### config.mk
export PLATFORM = sky130hd
export DESIGN_NAME = sound_output_flat
export DESIGN_NICKNAME = d
export VERILOG_FILES = /design/src/rtl/sound_output_if.sv /design/src/rtl/sound_output.sv /design/src/flat_wrapper.sv
export SDC_FILE = /design/constraint.sdc
export NUM_CORES = 1
export LEC_CHECK = 0
export ABC_AREA = 1
export ABC_CLOCK_PERIOD_IN_PS = 3440
export BUFFER_PORTS_ARGS = -buffer_cell sky130_fd_sc_hd__buf_2
export CORE_ASPECT_RATIO = 0.8
export CORE_MARGIN = 2
export CORE_UTILIZATION = 63
export DETAILED_ROUTE_END_ITERATION = 8
export PLACE_DENSITY = 0.87
export SLEW_MARGIN = 10
export SYNTH_ARGS = -nofsm -noshare
export SYNTH_HDL_FRONTEND = slang
export SYNTH_SLANG_ARGS = --single-unit
export TNS_END_PERCENT = 100
### constraint.sdc
create_clock -name clk_audio -period 3.44 [get_ports clk_audio]
set_clock_uncertainty 0.2 [all_clocks]
set_input_delay 0.688 -clock clk_audio [delete_from_list [all_inputs] [get_ports clk_audio]]
set_output_delay 0.688 -clock clk_audio [all_outputs]
set_load 0.005 [all_outputs]
### src/rtl/sound_output_if.sv
// Sample bus between the sound generator level source and the platform mixer.
interface sound_output_if;
    logic [13:0] magnitude;
    logic        half_volume;
    logic        mute;
    logic [15:0] sample;
    logic        sample_valid;

    modport master (output magnitude, half_volume, mute, input sample, sample_valid);
    modport slave  (input magnitude, half_volume, mute, output sample, sample_valid);
endinterface

### src/rtl/sound_output.sv
// Interact audio output: 512:1 box-car decimation to 48 kHz, half-volume,
// optional DC-blocking high-pass, signed 16-bit PCM with a one-cycle strobe.
module sound_output #(
    parameter int DC_BLOCK = 1,
    parameter int DC_SHIFT = 10
) (
    input  logic          clk_audio,
    input  logic          rst_n,
    sound_output_if.slave snd
);
    logic [8:0]         phase;
    logic [22:0]        acc;
    logic [22:0]        acc_sum;
    logic [13:0]        avg;
    logic [13:0]        lvl;
    logic [23:0]        dc;
    logic [23:0]        dc_next;
    logic signed [24:0] dc_err;
    logic signed [14:0] s;
    logic [15:0]        sample_q;
    // [0] avg written, [1] lvl written, [2] sample written (the output strobe)
    logic [2:0]         vld_pipe;

    assign acc_sum          = acc + {9'd0, snd.magnitude};
    assign snd.sample       = sample_q;
    assign snd.sample_valid = vld_pipe[2];

    // Tracker error is taken in 25-bit signed so the arithmetic shift keeps
    // the sign when the level drops below the tracked DC.
    always_comb begin
        dc_err  = '0;
        dc_next = dc;
        s       = $signed({1'b0, lvl});
        if (DC_BLOCK != 0) begin
            s       = $signed({1'b0, lvl}) - $signed({1'b0, dc[23:10]});
            dc_err  = $signed({1'b0, lvl, 10'd0}) - $signed({1'b0, dc});
            dc_next = 24'($signed({1'b0, dc}) + (dc_err >>> DC_SHIFT));
        end
    end

    always_ff @(posedge clk_audio) begin
        if (!rst_n) begin
            phase    <= '0;
            acc      <= '0;
            avg      <= '0;
            lvl      <= '0;
            dc       <= '0;
            sample_q <= '0;
            vld_pipe <= '0;
        end else begin
            phase    <= phase + 9'd1;
            vld_pipe <= {vld_pipe[1:0], phase == 9'd511};

            // Last input of the window is folded in on the closing edge.
            if (phase == 9'd511) begin
                avg <= acc_sum[22:9];
                acc <= '0;
            end else begin
                acc <= acc_sum;
            end

            if (vld_pipe[0])
                lvl <= snd.half_volume ? {1'b0, avg[13:1]} : avg;

            // dc keeps tracking while muted so unmuting follows the normal curve.
            if (vld_pipe[1]) begin
                dc       <= dc_next;
                sample_q <= snd.mute ? 16'd0 : {s, 1'b0};
            end
        end
    end
endmodule

### src/flat_wrapper.sv
// flat-port wrapper written by rule: the top's interface ports become plain ports
module sound_output_flat 
#(
    parameter int DC_BLOCK = 1,
    parameter int DC_SHIFT = 10
)
  (clk_audio, rst_n, snd_magnitude, snd_half_volume, snd_mute, snd_sample, snd_sample_valid);
  sound_output_if snd_i ();
  input  logic clk_audio;
  input  logic rst_n;
  input wire logic [$bits(snd_i.magnitude)-1:0] snd_magnitude;
  input wire logic [$bits(snd_i.half_volume)-1:0] snd_half_volume;
  input wire logic [$bits(snd_i.mute)-1:0] snd_mute;
  output wire logic [$bits(snd_i.sample)-1:0] snd_sample;
  output wire logic [$bits(snd_i.sample_valid)-1:0] snd_sample_valid;
  assign snd_i.magnitude = snd_magnitude;
  assign snd_i.half_volume = snd_half_volume;
  assign snd_i.mute = snd_mute;
  assign snd_sample = snd_i.sample;
  assign snd_sample_valid = snd_i.sample_valid;
  sound_output #(.DC_BLOCK(DC_BLOCK), .DC_SHIFT(DC_SHIFT)) u_core (.clk_audio(clk_audio), .rst_n(rst_n), .snd(snd_i));
endmodule
# ---- Yosys cells after proc, flatten, opt, wreduce, memory -nomap -nowiden
# Cells that the tools add are included.
dict set report totals {
  ff_bits 103
  inputBits 18
  word_cells 17
}
dict set report classes {
  addsub 5
  n_eq_ne 1
  muxes 2
  bitwise 1
  reduce_logical 1
}
# op count
set ops {}
lappend ops {{subtractor 24 x 24 -> 25 bit} 1}
lappend ops {{adder 24 x 15 -> 24 bit} 1}
lappend ops {{adder 23 x 14 -> 23 bit} 1}
lappend ops {{two-way mux 16 bit} 1}
lappend ops {{subtractor 14 x 14 -> 15 bit} 1}
lappend ops {{two-way mux 14 bit} 1}
lappend ops {{adder 9 x 1 -> 9 bit (second input constant)} 1}
lappend ops {{equality test 9 bit (second input constant)} 1}
lappend ops {{OR reduction 2 bit} 1}
lappend ops {{inverter 1 bit} 1}

# ---- Longest topological paths before layout
dict set report depth {
  depth_word 2
  depth_mapped 25
  mapped_depth_nobuf 25
}

# ---- Least setup slack after synthesis
# No wires, ideal clock.
dict set report synth_timing {
  path_kind {register to register}
  startpoint {reg u_core.dc[10]}
  endpoint {reg u_core.dc[23]}
  setup_ns 0.113
  arrival_ns 2.766
  t_required_ns 3.127
  path_slack_ns 0.362
  path_stages_with_launch 24
  n_path_buf 0
  period_less_slack_ns 3.078
  path_cell_list {dfxtp_1 > inv_1 > ha_1 > nand2_1 > inv_1 > nand2_1 > nor2_1 > nand3_1 > nand2_1 > a21oi_1 > o21bai_1 > xor2_1 > ha_1 > nand2_1 > nor2_2 > nand2_1 > nor2_1 > nand2_1 > nand3_1 > nand2_2 > nand2_1 > nor2_1 > nor2_1 > nor2_1}
}
dict set report synth_via {
  elab_chain_len 2
}
# item line
set synth_rtl {}
lappend synth_rtl {{start, declared} sound_output.sv:16} ;# logic [23:0] dc;
lappend synth_rtl {{start signal, assigned} sound_output.sv:67} ;# dc <= dc_next;
lappend synth_rtl {{subtractor 24 x 24 -> 25 bit} sound_output.sv:36} ;# dc_err = $signed({1'b0, lvl, 10'd0}) - $signed({1'b0, dc});
lappend synth_rtl {{adder 24 x 15 -> 24 bit (*)} sound_output.sv:37} ;# dc_next = 24'($signed({1'b0, dc}) + (dc_err >>> DC_SHIFT));
# Every way passes the cells marked *; elsewhere a longest branch is shown, timed or not.
# A chain may end at the register's enable or synchronous reset.

# ---- Worst setup path after layout
dict set report layout_timing {
  startpoint {reg u_core.dc[15]}
  endpoint {reg u_core.dc[23]}
}
# Same word-level chain as after synthesis.

==> results.json <==
{
  "core_sq_um": 10800,
  "cts_buffer_depth": 2,
  "final-hold-violation-count": 0,
  "status": "finished with violations",
  "first_global_vias": 6619,
  "ant_nets": 0,
  "drv_slew": 0,
  "wl_per_cell_microns": 16.6,
  "drt_iter0_drc": 1030,
  "clockPowerShare": 0.365,
  "area_growth_pct": 23.8,
  "critPathKind": "flip-flop to flip-flop",
  "slew_headroom": 0.396,
  "ys.warnings.count": 0,
  "rsz0062_at_grt": "true",
  "start_kind": "flip-flop",
  "die_y_microns": 98.4,
  "die_w_microns": 122,
  "drcViolationCount": 0,
  "fmax_mhz": 289,
  "fillers": 731,
  "vias": 7754,
  "grt-ovfl-total": 0,
  "rows": 34,
  "dp_slack_ps": -113,
  "io_pins": 35,
  "synth_cell_types": 42,
  "power.density_nw_per_um2": 327,
  "crit_fanout": 6,
  "cpPeakStageDelay_ps": 420,
  "setup-violations-final": 3,
  "port_buffers": 33,
  "drive_gt1_frac": 0.207,
  "synth.yosys.seq_area_share": 0.291,
  "synth_top_flop_cell": "dfxtp_1",
  "antenna_cells": 0,
  "syn-num-nets": 1169,
  "peakVddDrop_mv": 0.318,
  "cp_data_required_time_ps": 3490,
  "async_reset_ff_frac": 0,
  "ys_ff_latch": 102,
  "timing.final.crit_share": 1.01,
  "crit_family": "simple AND/OR/NAND/NOR gates",
  "cp_num_buf_inv": 4,
  "path_clk_slew_ps": 80,
  "clkLatencyLatePin_ps": 360,
  "grt_util_all_layers": 0.334,
  "violations": "setup timing",
  "die_area_sq_um": 12000,
  "antenna_found_initial": 0,
  "power_frac_seq": 0.443,
  "p_sw_uw": 912,
  "final_common_cell": "nand2_1",
  "grt_start_max_net_pins": 41,
  "leakage_nw": 4.28,
  "crit_path_cell_trace": "inv_1, ha_4, nand2_1, o21ai_2, inv_1, o21ai_1, inv_1, nand3_1, nand2_1, ha_2, buf_4, nand2_1, nor2_1, nand2_1, nor2_1, nand2_2, nand3_2, nand2_2, nand2_1, nor2_1, nor2_1, nor2_1",
  "worstMarginPinSlew_ps": 905,
  "cts.sinks": 102,
  "timing.final.ws_setup_ps": -24.0,
  "nets": 1260,
  "final_cell_mix": "271 x nand2_1, 146 x inv_1, 96 x nor2_1",
  "synth.avg_cell_area_sq_um": 6.43,
  "synth-edff-count": 0,
  "slowest_stage": "ha_2",
  "viasPerCell": 5.82,
  "hold_path.class": "flip-flop to flip-flop",
  "drt-pass1-iter-count": 7,
  "period_needed_ps": 3460,
  "switching_share": 0.320,
  "finalPower_mw": 2.85,
  "start_util": 0.648,
  "dp_hpwl_microns": 14900,
  "drt_wl_total_microns": 22100,
  "clock-root-buffer": "clkbuf_16",
  "cts_max_level": 3,
  "grt_first_pass_wirelength_microns": 32000,
  "cts_tree": "done",
  "cp-end-kind": "flip-flop",
  "place_congestion": 1.00,
  "max-cap-violations": 0,
  "syn_area_sq_um": 7020,
  "arrival_ps": 3520,
  "syn_inst": 1092,
  "p_int_mw": 1.94,
  "cts_buffers": 9,
  "p_comb_frac": 0.192
}
[what timing repair did]
action | CTS | global route
setup buffers | 1 | 7
gates resized for setup | 14 | 125
cloned | 0 | 1
pin swaps | 3 | 39
setup endpoints to repair | 12 | 18
hold buffers | 0 | 0
[cell usage after synthesis, types with 2 or more instances]
master      n  area share
nor2_2      5      0.0045
a21o_1      8      0.0086
nor2_1    105       0.056
o21bai_1    6      0.0064
and2_1      3      0.0027
o21ai_0    71       0.051
nor3b_1     3      0.0032
clkbuf_1   20       0.011
xnor2_1     7      0.0087
a21oi_1   102       0.073
inv_2       2      0.0011
o21ai_2     5      0.0062
a31oi_1    16       0.014
a21oi_2     2      0.0025
xor2_1     23       0.029
o21ai_1     9      0.0064
dfxtp_1   102        0.29
ha_1       56        0.10
nand2_2     2      0.0018
inv_1     151       0.081
nand4_1    14       0.012
buf_4       2      0.0021
nand3_1    57       0.041
nand2_1   291        0.16
nor3_1     11      0.0078
fa_1        3      0.0086
[flip-flops by register name, summed over array words and instances (netlist names)]
name               count
u_core.snd.sample     15
u_core.vld_pipe        3
u_core.acc            23
u_core.avg            14
u_core.dc             24
u_core.phase           9
u_core.lvl            14
[metal layers]
layer,GRT usage,wire length (microns),vias to the layer above
met2,0.498,9730,418
met3,0.0660,2130,67
met5,0,0,-
li1,-,-,3731
met1,0.493,9670,3538
met4,0.0928,619,0
[power groups by stage]
| stage | sequential, mW | clock, mW | combinational (mW) |
|---|---|---|---|
| after floorplan | 1.28 | 0 | 0.411 |
| after global placement | 1.29 | 0 | 0.521 |
| after detailed placement | 1.29 | 0 | 0.528 |
| after CTS | 1.26 | 1.04 | 0.532 |
| after global routing | 1.27 | 1.09 | 0.615 |
| final | 1.26 | 1.04 | 0.547 |
[kinds of logic (layout without fill, tap and decap cells)]
family / count (synthesis) / count (layout) / share of synthesized area
AO/OA/AOI/OAI: 225 / 225 / 0.174
XOR/XNOR: 30 / 30 / 0.0374
adder cells (fa/ha/maj): 59 / 59 / 0.108
buffers and inverters: 178 / 274 / 0.0974
flip-flops: 102 / 102 / 0.291
other: 1 / 1 / 0.000534
AND/OR/NAND/NOR: 497 / 497 / 0.291
[layout make-up]
type | instances | area [sq um] | share of cell area
inverter | 154 | 586 | 0.0673
tap | 144 | 180 | 0.0207
sequential | 102 | 2060 | 0.236
clock buffer | 10 | 229 | 0.0263
timing repair inverter | 1 | 6.26 | 0.000719
multi-input combinational | 812 | 4890 | 0.562
clock inverter | 6 | 63.8 | 0.00734
timing repair buffer | 103 | 691 | 0.0794
[metrics by stage]
| stage | util | instance area [sq um] | hold WS, ps | std cells | setup TNS [ps] |
|---|---|---|---|---|---|
| after global routing | 0.802 | 8700 | 285 | 1332 | -1200 |
| final | 0.802 | 8700 | 260 | 1332 | -50.3 |
| after floorplan | - | 7020 | 218 | 1092 | 0 |
| after CTS | 0.744 | 8070 | 262 | 1324 | 0 |
| after global placement | 0.712 | 7730 | 236 | 1307 | -586 |
| after detailed placement | 0.712 | 7730 | 244 | 1307 | -644 |
[path summary, 6_finish.rpt]
| path | from | end | slack, ps | depth (start not counted) |
|---|---|---|---|---|
| min | u_core.phase[0]$_SDFF_PN0_ | u_core.phase[0]$_SDFF_PN0_ | 260 | 1 |
| max reg2reg | u_core.dc[15]$_SDFFE_PN0P_ | u_core.dc[23]$_SDFFE_PN0P_ | -20 | 22 |
| max | u_core.dc[15]$_SDFFE_PN0P_ | u_core.dc[23]$_SDFFE_PN0P_ | -20 | 22 |
| min reg2reg | u_core.phase[0]$_SDFF_PN0_ | u_core.phase[0]$_SDFF_PN0_ | 260 | 1 |
Note: power is estimated with default switching activity, not from simulation.
